===== src/rtl/comparator_bist.sv =====
// Exhaustive self-test sweep for an external WIDTH-bit magnitude comparator.
// Optional first-failure capture ports are enabled by defining COMPARATOR_BIST_FAIL_CAPTURE_EN.
module comparator_bist #(
    parameter int WIDTH  = 4,
    parameter int SETTLE = 1
) (
    input  logic               clk,
    input  logic               rst_n,
    input  logic               start,
    output logic [WIDTH-1:0]   A,
    output logic [WIDTH-1:0]   B,
    input  logic [2:0]         CM,
    output logic               busy,
    output logic               done,
    output logic               pass,
    output logic [2*WIDTH:0]   err_cnt,
`ifdef COMPARATOR_BIST_FAIL_CAPTURE_EN
    output logic [WIDTH-1:0]   fail_a,
    output logic [WIDTH-1:0]   fail_b,
    output logic [2:0]         fail_cm,
    output logic               fail_valid,
`endif
    output logic [1:0]         fsm_state
);

    localparam int VW = 2 * WIDTH;
    localparam int EW = 2 * WIDTH + 1;
    localparam logic [3:0] SETTLE_L = 4'(SETTLE);

    typedef enum logic [1:0] {IDLE, WAIT, CHECK, DONE} state_t;

    state_t        state;
    logic [VW-1:0] vec;
    logic [3:0]    settle_cnt;
    logic [2:0]    exp_cm;
    logic          mismatch;
    logic [EW-1:0] err_next;

    assign A         = vec[VW-1:WIDTH];
    assign B         = vec[WIDTH-1:0];
    assign fsm_state = state;

    // Expected answer is one-hot, so any non-one-hot CM is automatically a mismatch.
    always_comb begin
        exp_cm   = {A > B, A == B, A < B};
        mismatch = (CM != exp_cm);
        err_next = err_cnt;
        if (mismatch && !(&err_cnt)) begin
            err_next = err_cnt + EW'(1);
        end
    end

    always_ff @(posedge clk or negedge rst_n) begin
        if (!rst_n) begin
            state      <= IDLE;
            vec        <= '0;
            settle_cnt <= '0;
            err_cnt    <= '0;
            busy       <= 1'b0;
            done       <= 1'b0;
            pass       <= 1'b0;
`ifdef COMPARATOR_BIST_FAIL_CAPTURE_EN
            fail_a     <= '0;
            fail_b     <= '0;
            fail_cm    <= '0;
            fail_valid <= 1'b0;
`endif
        end else begin
            case (state)
                IDLE, DONE: begin
                    if (start) begin
                        state      <= WAIT;
                        vec        <= '0;
                        err_cnt    <= '0;
                        settle_cnt <= SETTLE_L;
                        busy       <= 1'b1;
                        done       <= 1'b0;
                        pass       <= 1'b0;
`ifdef COMPARATOR_BIST_FAIL_CAPTURE_EN
                        fail_a     <= '0;
                        fail_b     <= '0;
                        fail_cm    <= '0;
                        fail_valid <= 1'b0;
`endif
                    end
                end
                WAIT: begin
                    settle_cnt <= settle_cnt - 4'd1;
                    if (settle_cnt <= 4'd1) begin
                        state <= CHECK;
                    end
                end
                CHECK: begin
                    err_cnt <= err_next;
`ifdef COMPARATOR_BIST_FAIL_CAPTURE_EN
                    if (mismatch && !fail_valid) begin
                        fail_a     <= A;
                        fail_b     <= B;
                        fail_cm    <= CM;
                        fail_valid <= 1'b1;
                    end
`endif
                    // The last vector ends the sweep instead of wrapping back to zero.
                    if (&vec) begin
                        state <= DONE;
                        busy  <= 1'b0;
                        done  <= 1'b1;
                        pass  <= (err_next == '0);
                    end else begin
                        state      <= WAIT;
                        vec        <= vec + VW'(1);
                        settle_cnt <= SETTLE_L;
                    end
                end
                default: state <= IDLE;
            endcase
        end
    end

endmodule

===== config.mk =====
export PLATFORM = sky130hd
export DESIGN_NAME = comparator_bist
export DESIGN_NICKNAME = d
export VERILOG_FILES = /design/src/rtl/comparator_bist.sv
export SDC_FILE = /design/constraint.sdc
export NUM_CORES = 1
export LEC_CHECK = 0
export CAP_MARGIN = 20
export CORE_UTILIZATION = 35
export CTS_CLUSTER_SIZE = 16
export DETAILED_ROUTE_END_ITERATION = 8
export PLACE_DENSITY = 0.66
export SLEW_MARGIN = 40
export SYNTH_ARGS = -nofsm -noshare
export SYNTH_HDL_FRONTEND = slang
export SYNTH_SLANG_ARGS = --single-unit

===== constraint.sdc =====
create_clock -name clk -period 2.8 [get_ports clk]
set_clock_uncertainty 0.2 [all_clocks]
set_input_delay 0.56 -clock clk [delete_from_list [all_inputs] [get_ports clk]]
set_output_delay 0.56 -clock clk [all_outputs]
set_load 0.03 [all_outputs]

# ---- After elaboration in Yosys (flattened, before gate mapping)
# Cells that the tools add are included.
dict set report word_totals {
  ff_bits 26
  in_bits 6
  output_inout_bits 22
  elab_cells 56
}
dict set report op_classes {
  addsub 3
  magnitude_cmp 3
  eq_ne 9
  mux 21
  n_reduce_logical 13
}
# operator count
set op_table {}
lappend op_table {{9-bit 2-to-1 mux} 2}
lappend op_table {{9-bit case mux with 2 select lines} 1}
lappend op_table {{8-bit 2-to-1 mux} 2}
lappend op_table {{8-bit case mux with 2 select lines} 1}
lappend op_table {{4-bit case mux with 3 select lines} 1}
lappend op_table {{9-bit by 1-bit adder with 9-bit output (second input constant)} 1}
lappend op_table {{9-bit zero test} 1}
lappend op_table {{9-bit AND reduction} 1}
lappend op_table {{8-bit by 1-bit adder with 8-bit output (second input constant)} 1}
lappend op_table {{4-bit 2-to-1 mux} 2}
lappend op_table {{2-bit != test (second input constant)} 4}
lappend op_table {{8-bit AND reduction} 1}
lappend op_table {{2-bit 2-to-1 mux} 3}
lappend op_table {{1-bit case mux with 2 select lines} 3}
lappend op_table {{2-bit case mux with 3 select lines} 1}
lappend op_table {{2-bit AND reduction} 3}
lappend op_table {{3-bit AND reduction} 2}
lappend op_table {{1-bit 2-to-1 mux} 5}
lappend op_table {{2-bit equality test (second input constant)} 2}
lappend op_table {{4-bit equality test} 1}
lappend op_table {{4-bit greater-than comparator} 1}
lappend op_table {{4-bit by 1-bit less-or-equal comparator with 1-bit output (second input constant)} 1}
lappend op_table {{4-bit < comparator} 1}
lappend op_table {{4-bit by 1-bit subtractor with 4-bit output (second input constant)} 1}
lappend op_table {{other kinds (7)} 7}

# ---- Logic depth before layout (Yosys ltp)
dict set report logic_depth {
  ltp_word 7
  depth_mapped 9
  mapped_depth_nobuf 9
}

# ---- Worst setup path after synthesis
# Ideal clock, no wire load.
dict set report synth_path {
  path_type {register -> register}
  startpoint {register err_cnt[0]}
  endpoint {register err_cnt[7]}
  setup_ns 0.126
  t_arrival_ns 2.367
  t_required_ns 2.474
  setup_slack_ns 0.107
  path_stages_with_launch 8
  path_buffers 0
  synth_period_minus_slack_ns 2.693
  path_cell_list {dfrtp_1 -> ha_1 -> and3_1 -> and3_1 -> ha_1 -> a31o_2 -> or3_1 -> a311o_1}
}
dict set report synth_via {
  elab_chain_len 5
  elab_cells_between_ends 6
  classes_between {1 x add/sub; 2 x mux; 3 x reduce/logical}
}
# element line
set synth_lines {}
lappend synth_lines {{start: declaration} 16} ;# output logic [2*WIDTH:0] err_cnt,
lappend synth_lines {{start signal: assignment} 94} ;# err_cnt <= err_next;
lappend synth_lines {{parallel branches: the longest is 3 deep, another holds 9-bit by 1-bit adder with 9-bit output} n/a}
lappend synth_lines {{9-bit 2-to-1 mux *} 48} ;# if (mismatch && !(&err_cnt)) begin
lappend synth_lines {{9-bit case mux with 2 select lines *} 69} ;# case (state)
# Mark *: on every way between the ends.
# A chain may end at the register's enable or synchronous reset.

# ---- Worst setup path after layout
dict set report layout_path {
  startpoint {register err_cnt[1]}
  endpoint {register err_cnt[7]}
}
# Same word-level chain as after synthesis.

==> results by group <==
Run status
  • Status: complete, no violations

GRT
  • GRT overflow: 0
  • First-pass GRT wire length: 7.700 mm
  • Initial antenna violation count: 0
  • Pin count of the biggest net entering global routing: 27
  • Vias in the first global route: 1609
  • GRT Resource Usage Total: 18.13%

Timing
  • Final slew viol count: 0
  • Setup TNS: 0 ps
  • Worst slew pin tran: 406.7 ps
  • Hold Vio Cnt, Final: 0
  • Period utilization: 96.64%
  • Slew headroom: 72.64%
  • Peak Freq: 0.3696 GHz
  • Final setup fails: 0
  • Post-route minimum period: 2706 ps
  • Unrepaired setup endpoints after global routing: false
  • Worst Setup Slack, final: 94.06 ps

Yosys
  • Mapped Area: 1873 um2
  • Number of synthesized flops with an enable pin: 0
  • Top_reg_cell synth: dfrtp_1
  • Post-Synthesis Net Count: 240
  • Most common cell in the synthesized netlist: dfrtp_1
  • Area leader, netlist: dfrtp_1
  • Flops & latches, synth: 26
  • Synth top cells by count: 26 x dfrtp_1, 24 x nand2_1, 18 x nor2_1, 18 x o21ai_0
  • Top-area cell type share of the netlist area: 34.74%
  • Number of distinct library cells after synthesis: 49
  • Cells after synthesis: 222
  • Syn avg cell area: 8.437 um2
  • Largest cells by area after synthesis: dfrtp_1 35%, ha_1 8.0%, o21ai_0 4.8%
  • Synth async-reset ratio: 100.0%
  • Seq/Total Area, Yosys: 34.74%
  • Ys Warns: 0

Setup path
  • Worst endpoint data arrival time: 2680 ps
  • Flop-to-flop setup slack: 90 ps
  • Crit start category: flip-flop
  • Critical Path RT: 2770 ps
  • Setup crit end kind: flip-flop
  • R2R cell count: 7
  • Critical path class: reg2reg
  • Reg2Reg Launch Point: err_cnt[1]
  • CP Max Fanout: 7
  • Reg2Reg Capture Point: err_cnt[7]

Clocking
  • TritonCTS clock tree: yes
  • Hold_buf cts: 0
  • Clock Tree Buf Depth: 2
  • Worst-path clk slew: 100 ps
  • TritonCTS Buffers: 3
  • Htree depth: 1
  • CTS root buf: clkbuf_8
  • Clk_lat worst skew: 280 ps
  • Sink Count: 26

Floorplanning
  • Die H: 75.16 um
  • Starting Density: 36.44%
  • Die Wd: 75.16 um
  • I/O Pins: 28
  • Die area: 5648 um2
  • Core Rows: 26
  • Area of the core: 5140 um2

Placed design
  • Routability Congestion: 0.9586
  • Post-Place Worst Slack: 88.30 ps
  • Placed Cells: 328
  • IO Port Bufs: 27
  • Dpl hpwl: 3.573 mm
  • Dpl cell area: 2331 um2

Hold path
  • HP Start: settle_cnt[3]
  • Hold Path End: settle_cnt[3]
  • Hold path depth: 1
  • Worst hold path class: reg2reg

Finish
  • # diodes: 0
  • Area Growth Syn to Fin: 29.12%
  • Layout cells sized above 1: 12.55%
  • Final net count: 282
  • Fin area: 2419 um2
  • Final Non-Filler Cells: 333

Power and ir drop
  • Pwr/cell area: 464.3 nW/um2
  • Maximum vdd drop: 0.2005 mV
  • Static Leak: 1.067 nW

Drt
  • Drt first pass iters: 4
  • WL per Instance: 14.76 um
  • Remaining DRCs: 0
  • Routed Antenna Nets: 0
  • Routed wire length: 4.916 mm
  • Detailed Route Iter0 Violations: 114
  • Vias per cell: 5.498
  • Via count: 1831

Job
  • Max-Cap Viols: 0
## sequential cells by signal (all words and copies together), names as in the netlist
signal / cells
busy: 1
done: 1
err_cnt: 9
fsm_state: 2
pass: 1
settle_cnt: 4
vec: 8
## area by class of cell
class                   count  area (um2)
clock buffers               3       41.29
clock inverters             1       30.03
fillers                   529        2721
inverters                  13       48.80
multi-input cells         174        1147
flip-flops and latches     26       650.6
well taps                  70       87.58
repair buffers             46       412.9
## per-layer routing
layer / global-route usage [%] / vias up / wire (um)
met5: 0 / - / 0
met4: 6.584 / 0 / 80
met3: 1.874 / 9 / 271
met2: 28.43 / 65 / 2204
met1: 25.89 / 854 / 2359
li1: - / 903 / -
## stage by stage
| step | utilization [%] | hold WS [ps] | power [mW] |
|---|---|---|---|
| after floorplan | - | 64.41 | 0.6601 |
| after global placement | 45.35 | 287.6 | 0.8027 |
| after detailed placement | 45.35 | 290.5 | 0.8015 |
| after CTS | 46.74 | 302.0 | 1.131 |
| after global routing | 47.05 | 336.1 | 1.182 |
| final | 47.05 | 304.8 | 1.123 |
## layout by cell type, fill, tap and decap left out, types with 3 or more instances in the layout
master / count
o21ai_0: 18
buf_4: 19
ha_1: 12
nand4_1: 6
nor4_1: 4
clkbuf_8: 3
o41ai_1: 3
nand3_1: 13
a21o_1: 4
inv_1: 13
nor3_1: 6
nand2_1: 24
nor2_1: 17
dfrtp_1: 26
mux2i_1: 4
xnor2_1: 5
a21oi_1: 7
clkdlybuf4s50_1: 27
and3_1: 6
## report_power, final
group | leakage (nW) | switching, mW | total [mW] | internal, mW
registers | 0.315 | 0.0363 | 0.441 | 0.405
clock network | 0.0357 | 0.132 | 0.323 | 0.192
logic | 0.716 | 0.205 | 0.359 | 0.154
## critical path, stage by stage, from the launching register on
cell and delay [ps]:
dfrtp_1 450, ha_1 260, and3_1 260, and3_1 210, ha_1 200, a31o_2 290, or3_1 390, a311o_1 350
## timing repair
item                                    4_1_cts  5_1_grt
gates resized for setup                       0        2
setup buffers                                 0        1
hold endpoints to repair                      0        0
endpoints found under the setup margin        0        5
## logic make-up (layout without fill, tap and decap cells)
group | Yosys count | after routing | synth area share [%]
and+or+nand+nor | 91 | 91 | 24.32
AOI/OAI and AO/OA | 58 | 58 | 21.85
DFF | 26 | 26 | 34.74
buffers and inverters | 22 | 63 | 4.476
adders and majority gates | 12 | 12 | 8.016
xor gates and xnor gates | 7 | 7 | 3.273
muxes | 6 | 6 | 3.340
## worst max path at each step
stage	startpoint	slack, ps	cells after the start	endpoint
final	err_cnt[1]	90	7	err_cnt[7]
after global routing	err_cnt[1]	20	7	err_cnt[7]
after CTS	err_cnt[1]	60	8	err_cnt[7]
after detailed placement	err_cnt[1]	90	8	err_cnt[7]
after global placement	err_cnt[1]	150	8	err_cnt[7]
after floorplan	err_cnt[0]	110	7	err_cnt[7]
No activity file was read; power rests on OpenSTA's default activity.
